File: config.mk
export PLATFORM = sky130hd
export DESIGN_NAME = mgt01_int_regfile
export DESIGN_NICKNAME = d
export VERILOG_FILES = /design/src/rtl/mgt01_int_regfile_pkg.sv /design/src/rtl/mgt01_int_regfile_read_port.sv /design/src/rtl/mgt01_int_regfile.sv
export SDC_FILE = /design/constraint.sdc
export NUM_CORES = 2
export LEC_CHECK = 0
export CAP_MARGIN = 10
export CORE_MARGIN = 2
export CORE_UTILIZATION = 30
export CTS_BUF_LIST = sky130_fd_sc_hd__clkbuf_2
export DETAILED_ROUTE_END_ITERATION = 12
export DONT_BUFFER_PORTS = 1
export PLACE_DENSITY = 0.5
export SETUP_SLACK_MARGIN = 0.3
export SLEW_MARGIN = 15
export SYNTH_ARGS = -nofsm -noshare
export SYNTH_HDL_FRONTEND = slang
export SYNTH_SLANG_ARGS = --single-unit
File: constraint.sdc
create_clock -name clk_i -period 4.8 [get_ports clk_i]
set_input_delay 1.44 -clock clk_i [delete_from_list [all_inputs] [get_ports clk_i]]
set_output_delay 1.44 -clock clk_i [all_outputs]
set_load 0.1 [all_outputs]
File: src/rtl/mgt01_int_regfile_pkg.sv
// Shared MicroGT-01 types: architectural register names and the integer data bus.
package Instruction_pkg;

   typedef enum logic [4:0] {
      X0,  X1,  X2,  X3,  X4,  X5,  X6,  X7,
      X8,  X9,  X10, X11, X12, X13, X14, X15,
      X16, X17, X18, X19, X20, X21, X22, X23,
      X24, X25, X26, X27, X28, X29, X30, X31
   } i_register_e;

endpackage

package Modules_pkg;

   typedef logic [31:0] data_bus_t;

   localparam int DATA_W     = 32;
   localparam int NUM_REGS   = 32;
   localparam int REG_ADDR_W = 5;

endpackage

File: src/rtl/mgt01_int_regfile_read_port.sv
// One combinational read port: register select, x0 masking and writeback forwarding.
module mgt01_regfile_read_port
   import Instruction_pkg::*;
#(
   parameter int DATA_W      = 32,
   parameter int NUM_REGS    = 32,
   parameter int WRITE_FIRST = 1
) (
   input  logic                       rst_i,
   input  logic                       we_i,
   input  logic [4:0]                 raddr_i,
   input  logic [4:0]                 waddr_i,
   input  logic [DATA_W-1:0]          wdata_i,
   input  logic [NUM_REGS*DATA_W-1:0] regs_flat_i,
   output logic [DATA_W-1:0]          rdata_o
);

   logic fwd_hit;

   // Forwarding never applies to x0 or while reset is clearing the array.
   assign fwd_hit = (WRITE_FIRST != 0) && we_i && !rst_i &&
                    (waddr_i == raddr_i) && (i_register_e'(raddr_i) != X0);

   always_comb begin
      rdata_o = regs_flat_i[int'(raddr_i)*DATA_W +: DATA_W];
      if (i_register_e'(raddr_i) == X0) begin
         rdata_o = '0;
      end else if (fwd_hit) begin
         rdata_o = wdata_i;
      end
   end

endmodule

File: src/rtl/mgt01_int_regfile.sv
// RV32I integer register file: x1..x31 storage, one synchronous write port, two read ports.
module mgt01_int_regfile
   import Instruction_pkg::*;
#(
   parameter int DATA_W      = Modules_pkg::DATA_W,
   parameter int NUM_REGS    = Modules_pkg::NUM_REGS,
   parameter int WRITE_FIRST = 1
) (
   input  logic              clk_i,
   input  logic              rst_i,
   input  logic              we_i,
   input  logic [4:0]        r1_iaddr_i,
   input  logic [4:0]        r2_iaddr_i,
   input  logic [4:0]        w_iaddr_i,
   input  logic [DATA_W-1:0] wr_idata_i,
   output logic [DATA_W-1:0] r1_idata_o,
   output logic [DATA_W-1:0] r2_idata_o
);

   logic [DATA_W-1:0]          regs [1:NUM_REGS-1];
   logic [NUM_REGS*DATA_W-1:0] regs_flat;

   // Reset wins over a coincident write; writes to x0 have nowhere to land.
   always_ff @(posedge clk_i) begin
      if (rst_i) begin
         for (int i = 1; i < NUM_REGS; i++) begin
            regs[i] <= '0;
         end
      end else if (we_i && (i_register_e'(w_iaddr_i) != X0)) begin
         regs[w_iaddr_i] <= wr_idata_i;
      end
   end

   always_comb begin
      regs_flat = '0;
      for (int i = 1; i < NUM_REGS; i++) begin
         regs_flat[i*DATA_W +: DATA_W] = regs[i];
      end
   end

   mgt01_regfile_read_port #(
      .DATA_W      (DATA_W),
      .NUM_REGS    (NUM_REGS),
      .WRITE_FIRST (WRITE_FIRST)
   ) u_rd1 (
      .rst_i       (rst_i),
      .we_i        (we_i),
      .raddr_i     (r1_iaddr_i),
      .waddr_i     (w_iaddr_i),
      .wdata_i     (wr_idata_i),
      .regs_flat_i (regs_flat),
      .rdata_o     (r1_idata_o)
   );

   mgt01_regfile_read_port #(
      .DATA_W      (DATA_W),
      .NUM_REGS    (NUM_REGS),
      .WRITE_FIRST (WRITE_FIRST)
   ) u_rd2 (
      .rst_i       (rst_i),
      .we_i        (we_i),
      .raddr_i     (r2_iaddr_i),
      .waddr_i     (w_iaddr_i),
      .wdata_i     (wr_idata_i),
      .regs_flat_i (regs_flat),
      .rdata_o     (r2_idata_o)
   );

endmodule

# Word-level counts from Yosys, hierarchy flattened

Memories as Yosys holds them, arrays and structs flattened.
Cells that the tools add are included.

Output and inout port bits: 64
Register bits: 0
Memories kept: 1
Input bits: 50
Latch bits: 0
ROM bits: 0
Logic and storage cells: 30
RAM bits: 992

Divide/modulo/power cells: 0
Multiply operators: 0
Bitwise gates (word level): 0
Reduce and logical (&&, ||, !) cells: 13
Mux-type cells: 12
Shifts and indexed selects: 2
Magnitude comparators: 0
Add/sub/neg operators: 0
Eq/ne operators: 2

Memory list:

| name | words | bits a word | read ports | clocked after memory_dff | wr ports | line                    | text |
|---|---|---|---|---|---|---|---|
| regs | 31    | 32          | 31         | 0                        | 31       | mgt01_int_regfile.sv:20 | `logic [DATA_W-1:0] regs [1:NUM_REGS-1];` |

Operators by type and width:

| kind                                     | number |
|---|---|
| variable part select 1024 x 11 -> 32 bit | 2 |
| 2-to-1 mux 32 bit                        | 5 |
| OR reduction 32 bit                      | 1 |
| nonzero test 5 bit                       | 3 |
| == test 5 bit                            | 2 |
| zero test 5 bit                          | 2 |
| logical AND 1 bit                        | 6 |
| 2-to-1 mux 1 bit                         | 6 |
| 2-to-1 mux 5 bit                         | 1 |
| zero test 1 bit                          | 1 |

# Logic depth before layout (Yosys ltp)

Depth in word-level cells: 7
Gate-level depth with buffers: 9
Mapped depth without buffers: 5

# By module

Synthesis repeated with hierarchy kept, for this count alone.

Cells, all modules: 4,344
Area total of the unflattened synthesis: 55,662.1 µm²

Modules (own cells, without submodules):

| module                  | cells an instance | sequential area each (µm²) | times used | area an instance (µm²) |
|---|---|---|---|---|
| mgt01_int_regfile       | 2,386             | 29,788.6                   | 1          | 37,439.7 |
| mgt01_regfile_read_port | 979               | 0.0                        | 2          | 9,111.2 |

# Worst setup path before layout

OpenSTA, ideal clock, no wires.

Path type: input to output
Start point: input r1_iaddr_i[0]
End point: output r1_idata_o[12]
Buffers on the path: 4
Path slack: -837 ps
Arrival: 4,197 ps
Stages: 9
Cells stage by stage: buf_4 buf_4 and2_1 buf_2 buf_2 a22oi_1 nand2_1 a211o_1 a21oi_1

Longest elaborated chain between the ends: 5

RTL lines:

| element                                                                          | line                              | text |
|---|---|---|
| from (decl)                                                                      | mgt01_int_regfile.sv:12           | `input logic [4:0] r1_iaddr_i,` |
| branches (longest 4 deep; another with variable part select 1024 x 11 -> 32 bit) | n/a                               |  |
| 2-to-1 mux 32 bit (*)                                                            | mgt01_int_regfile_read_port.sv:26 | `if (i_register_e'(raddr_i) == X0) begin` |
| to (decl)                                                                        | mgt01_int_regfile.sv:16           | `output logic [DATA_W-1:0] r1_idata_o,` |

Mark *: on every way between the ends.

# Worst setup path after layout

Start point: input r1_iaddr_i[0]
End point: output r1_idata_o[30]

The elaborated chain is that of the path after synthesis.

==> results.sh <==
export IMPL_outcome="complete, but fails checks"
export IMPL_violations="max-slew violations, negative setup slack"
export IMPL_syn_nets=4140
export IMPL_fin_nets=4411
export IMPL_seq_area_frac_synth_pct=54.4
export IMPL_overflow=0
export IMPL_dp_slack_ps=-349
export IMPL_synth_top_area_cell="edfxtp_1"
export IMPL_hold_end="regs[23][15]"
export IMPL_fin_ws_ps=-767
export IMPL_finalSetupViolCount=64
export IMPL_core_area_um2=181000
export IMPL_hold_ws_ps=220
export IMPL_synth_async_reset_ratio_pct=0
export IMPL_end_kind="output pin"
export IMPL_antenna_left=0
export IMPL_path_cells="and2_4, buf_12, a221oi_2, a211oi_2, buf_4, a21oi_4, buf_12"
export IMPL_drt_iter0_markers=3634
export IMPL_ys_types=41
export IMPL_wl_per_cell_um=30.8
export IMPL_rsz0062_at_grt="true"
export IMPL_boundaryPins=114
export IMPL_clkTransAtPathRegs_ps=110
export IMPL_p_leak_nw=23.7
export IMPL_ys_ff_latch=992
export IMPL_vias=38000
export IMPL_ys_flop_type="edfxtp_1"
export IMPL_die_area_um2=186000
export IMPL_slowest_stage="and2_4"
export IMPL_worst_pin_slew_ps=1530
export IMPL_vias_per_cell=5.48
export IMPL_start_kind="primary input"
export IMPL_reg_top3="regs x992"
export IMPL_regMostFlops="regs"
export IMPL_stdcell_area_um2=65800
export IMPL_maxCapViolations=0
export IMPL_initial_core_util_pct=30.2
export IMPL_cts_tree="yes"
export IMPL_synthesis_area_um2=54700
export IMPL_cpMostUsedCell="buf_12"
export IMPL_p_per_area_nw_per_um2=307
export IMPL_drcViolationCount=0
export IMPL_hp_start="rst_i"
export IMPL_final_cell_mix="and2_1 (992), edfxtp_1 (992), clkbuf_2 (401)"
export IMPL_gp_congestion=0.826
export IMPL_final_hold_violation_count=0
export IMPL_synth_area_leaders="edfxtp_1 (54%), and2_1 (11%), mux4_2 (9.2%)"
export IMPL_vdd_ir_drop_max_mv=0.208
export IMPL_port_buffers=0
export IMPL_synthCells=4090
export IMPL_drv_slew=22
export IMPL_drive_gt1_share_pct=35.1
export IMPL_std_cell_rows=156
export IMPL_h_tree_depth=5
export IMPL_grt_pass1_vias=38500
export IMPL_cts_sinks=992
export IMPL_required_ps=3360
export IMPL_arrival_ps=4130
export IMPL_area_delta_synth_final_pct=20.2
export IMPL_largest_register_ffs=992
export IMPL_drt_pass1_iterations=7
export IMPL_synth_edf_count=992
export IMPL_crit_type="primary input to output pin"
export IMPL_cts_root_buf="clkbuf_2"
export IMPL_max_freq_ghz=0.180
export IMPL_yosysWarningCount=0
export IMPL_whs_path_depth=1
export IMPL_slew_headroom_pct=-1.88
export IMPL_die_x_um=431
export IMPL_die_h_um=431
export IMPL_hp_class="primary input to flip-flop"
export IMPL_cts_buffers=290
export IMPL_grt_max_degree=358
export IMPL_antenna_found_initial=19
export IMPL_synth_top_cell_area_share_pct=54.4
export IMPL_routed_wl_mm=213
export IMPL_dpl_cell_area_um2=60700
export IMPL_path_max_fanout=357
export IMPL_ctsLongestPathBuffers=4
export IMPL_grt_pass1_wl_mm=297
export IMPL_gr_usage_all_layers_pct=22.4
export IMPL_critPathMaxStageDelay_ps=600
export IMPL_cp_startpoint="r1_iaddr_i[0]"
export IMPL_syn_avg_cell_area_um2=13.4
export IMPL_fin_crit_ps=5570
export IMPL_dp_hpwl_mm=120
export IMPL_post_route_period_util_pct=116
## per-stage QoR
step | TNS (ps) | power (W) | utilization, % | instances
finish | -25480 | 0.0202 | 36.3 | 6937
global route | -21070 | 0.0209 | 36.3 | 6914
CTS | -18590 | 0.0202 | 35.9 | 6862
detailed placement | -1740 | 0.0139 | 33.6 | 6327
global placement | -3380 | 0.0139 | 33.6 | 6327
floorplan | 0 | 0.0127 | - | 4090
## kinds of logic (layout without fill, tap and decap cells)
kind of cell,after synthesis,after routing,synth area share [%]
XOR/XNOR,10,10,0.160
AND/OR/NAND/NOR,1238,1238,13.9
multiplexers,777,777,19.8
flip-flops,992,992,54.4
buffers and inverters,440,866,3.66
AO/OA/AOI/OAI,633,633,8.00
other,0,51,0
## layer usage
metal / vias up / global-route usage [%] / part of all wire [%]
met1: 19800 / 29.4 / 42
met3: 374 / 3.86 / 6.4
li1: 16200 / - / -
met2: 1599 / 36.5 / 48
met4: 2 / 9.24 / 3.8
met5: - / 0 / 0.0061
## timing repair
action,4_1_cts,5_1_grt
setup buffers,29,18
resized for setup,206,86
hold endpoints to repair,1005,0
cloned,0,6
pin swaps,132,55
hold buffers,59,0
setup endpoints to repair,64,64
## worst max-delay path, delay by kind of cell
kind / cells / cell delay, ps
AOI/OAI and AO/OA: 3 / 850
and+or+nand+nor: 1 / 600
buffers and inverters: 3 / 580
## worst max-delay path by stage
stage / cells after the start / slack, ps / endpoint
finish: 7 / -770 / r1_idata_o[30]
global route: 7 / -480 / r1_idata_o[30]
CTS: 6 / -420 / r2_idata_o[21]
detailed placement: 7 / -350 / r1_idata_o[30]
global placement: 7 / -470 / r1_idata_o[30]
floorplan: 8 / 130 / r1_idata_o[6]
## layout make-up
| class | instances | area [µm²] |
|---|---|---|
| well taps | 2370 | 2970 |
| fillers | 17400 | 115000 |
| multi-input cells | 2658 | 25500 |
| clock inverters | 46 | 203 |
| flip-flops and latches | 992 | 29800 |
| repair buffers | 419 | 5180 |
| diodes | 51 | 128 |
| clock buffers | 401 | 2010 |
## report_power, final
part	switching [W]	internal, W	total (W)
combinational	0.00219	0.00172	0.00391
sequential	0.000243	0.00998	0.0102
clock	0.00380	0.00225	0.00605
## Yosys cell counts (4+ instances only)
| master | instances |
|---|---|
| and2_1 | 995 |
| nand2_1 | 22 |
| buf_6 | 18 |
| or2_2 | 32 |
| o21ai_0 | 98 |
| a22oi_1 | 152 |
| clkbuf_1 | 296 |
| a221oi_1 | 9 |
| buf_1 | 16 |
| buf_2 | 77 |
| mux2_2 | 202 |
| nor2b_1 | 30 |
| a211o_1 | 32 |
| a21oi_1 | 96 |
| nand2b_1 | 40 |
| buf_4 | 31 |
| o22ai_1 | 84 |
| mux4_2 | 224 |
| and3_1 | 63 |
| a211oi_1 | 80 |
| a221o_1 | 50 |
| xor2_1 | 10 |
| nor2_1 | 33 |
| nor3_1 | 4 |
| mux2i_1 | 351 |
| o2bb2ai_1 | 32 |
| edfxtp_1 | 992 |
Note: power is estimated with default switching activity, not from simulation.
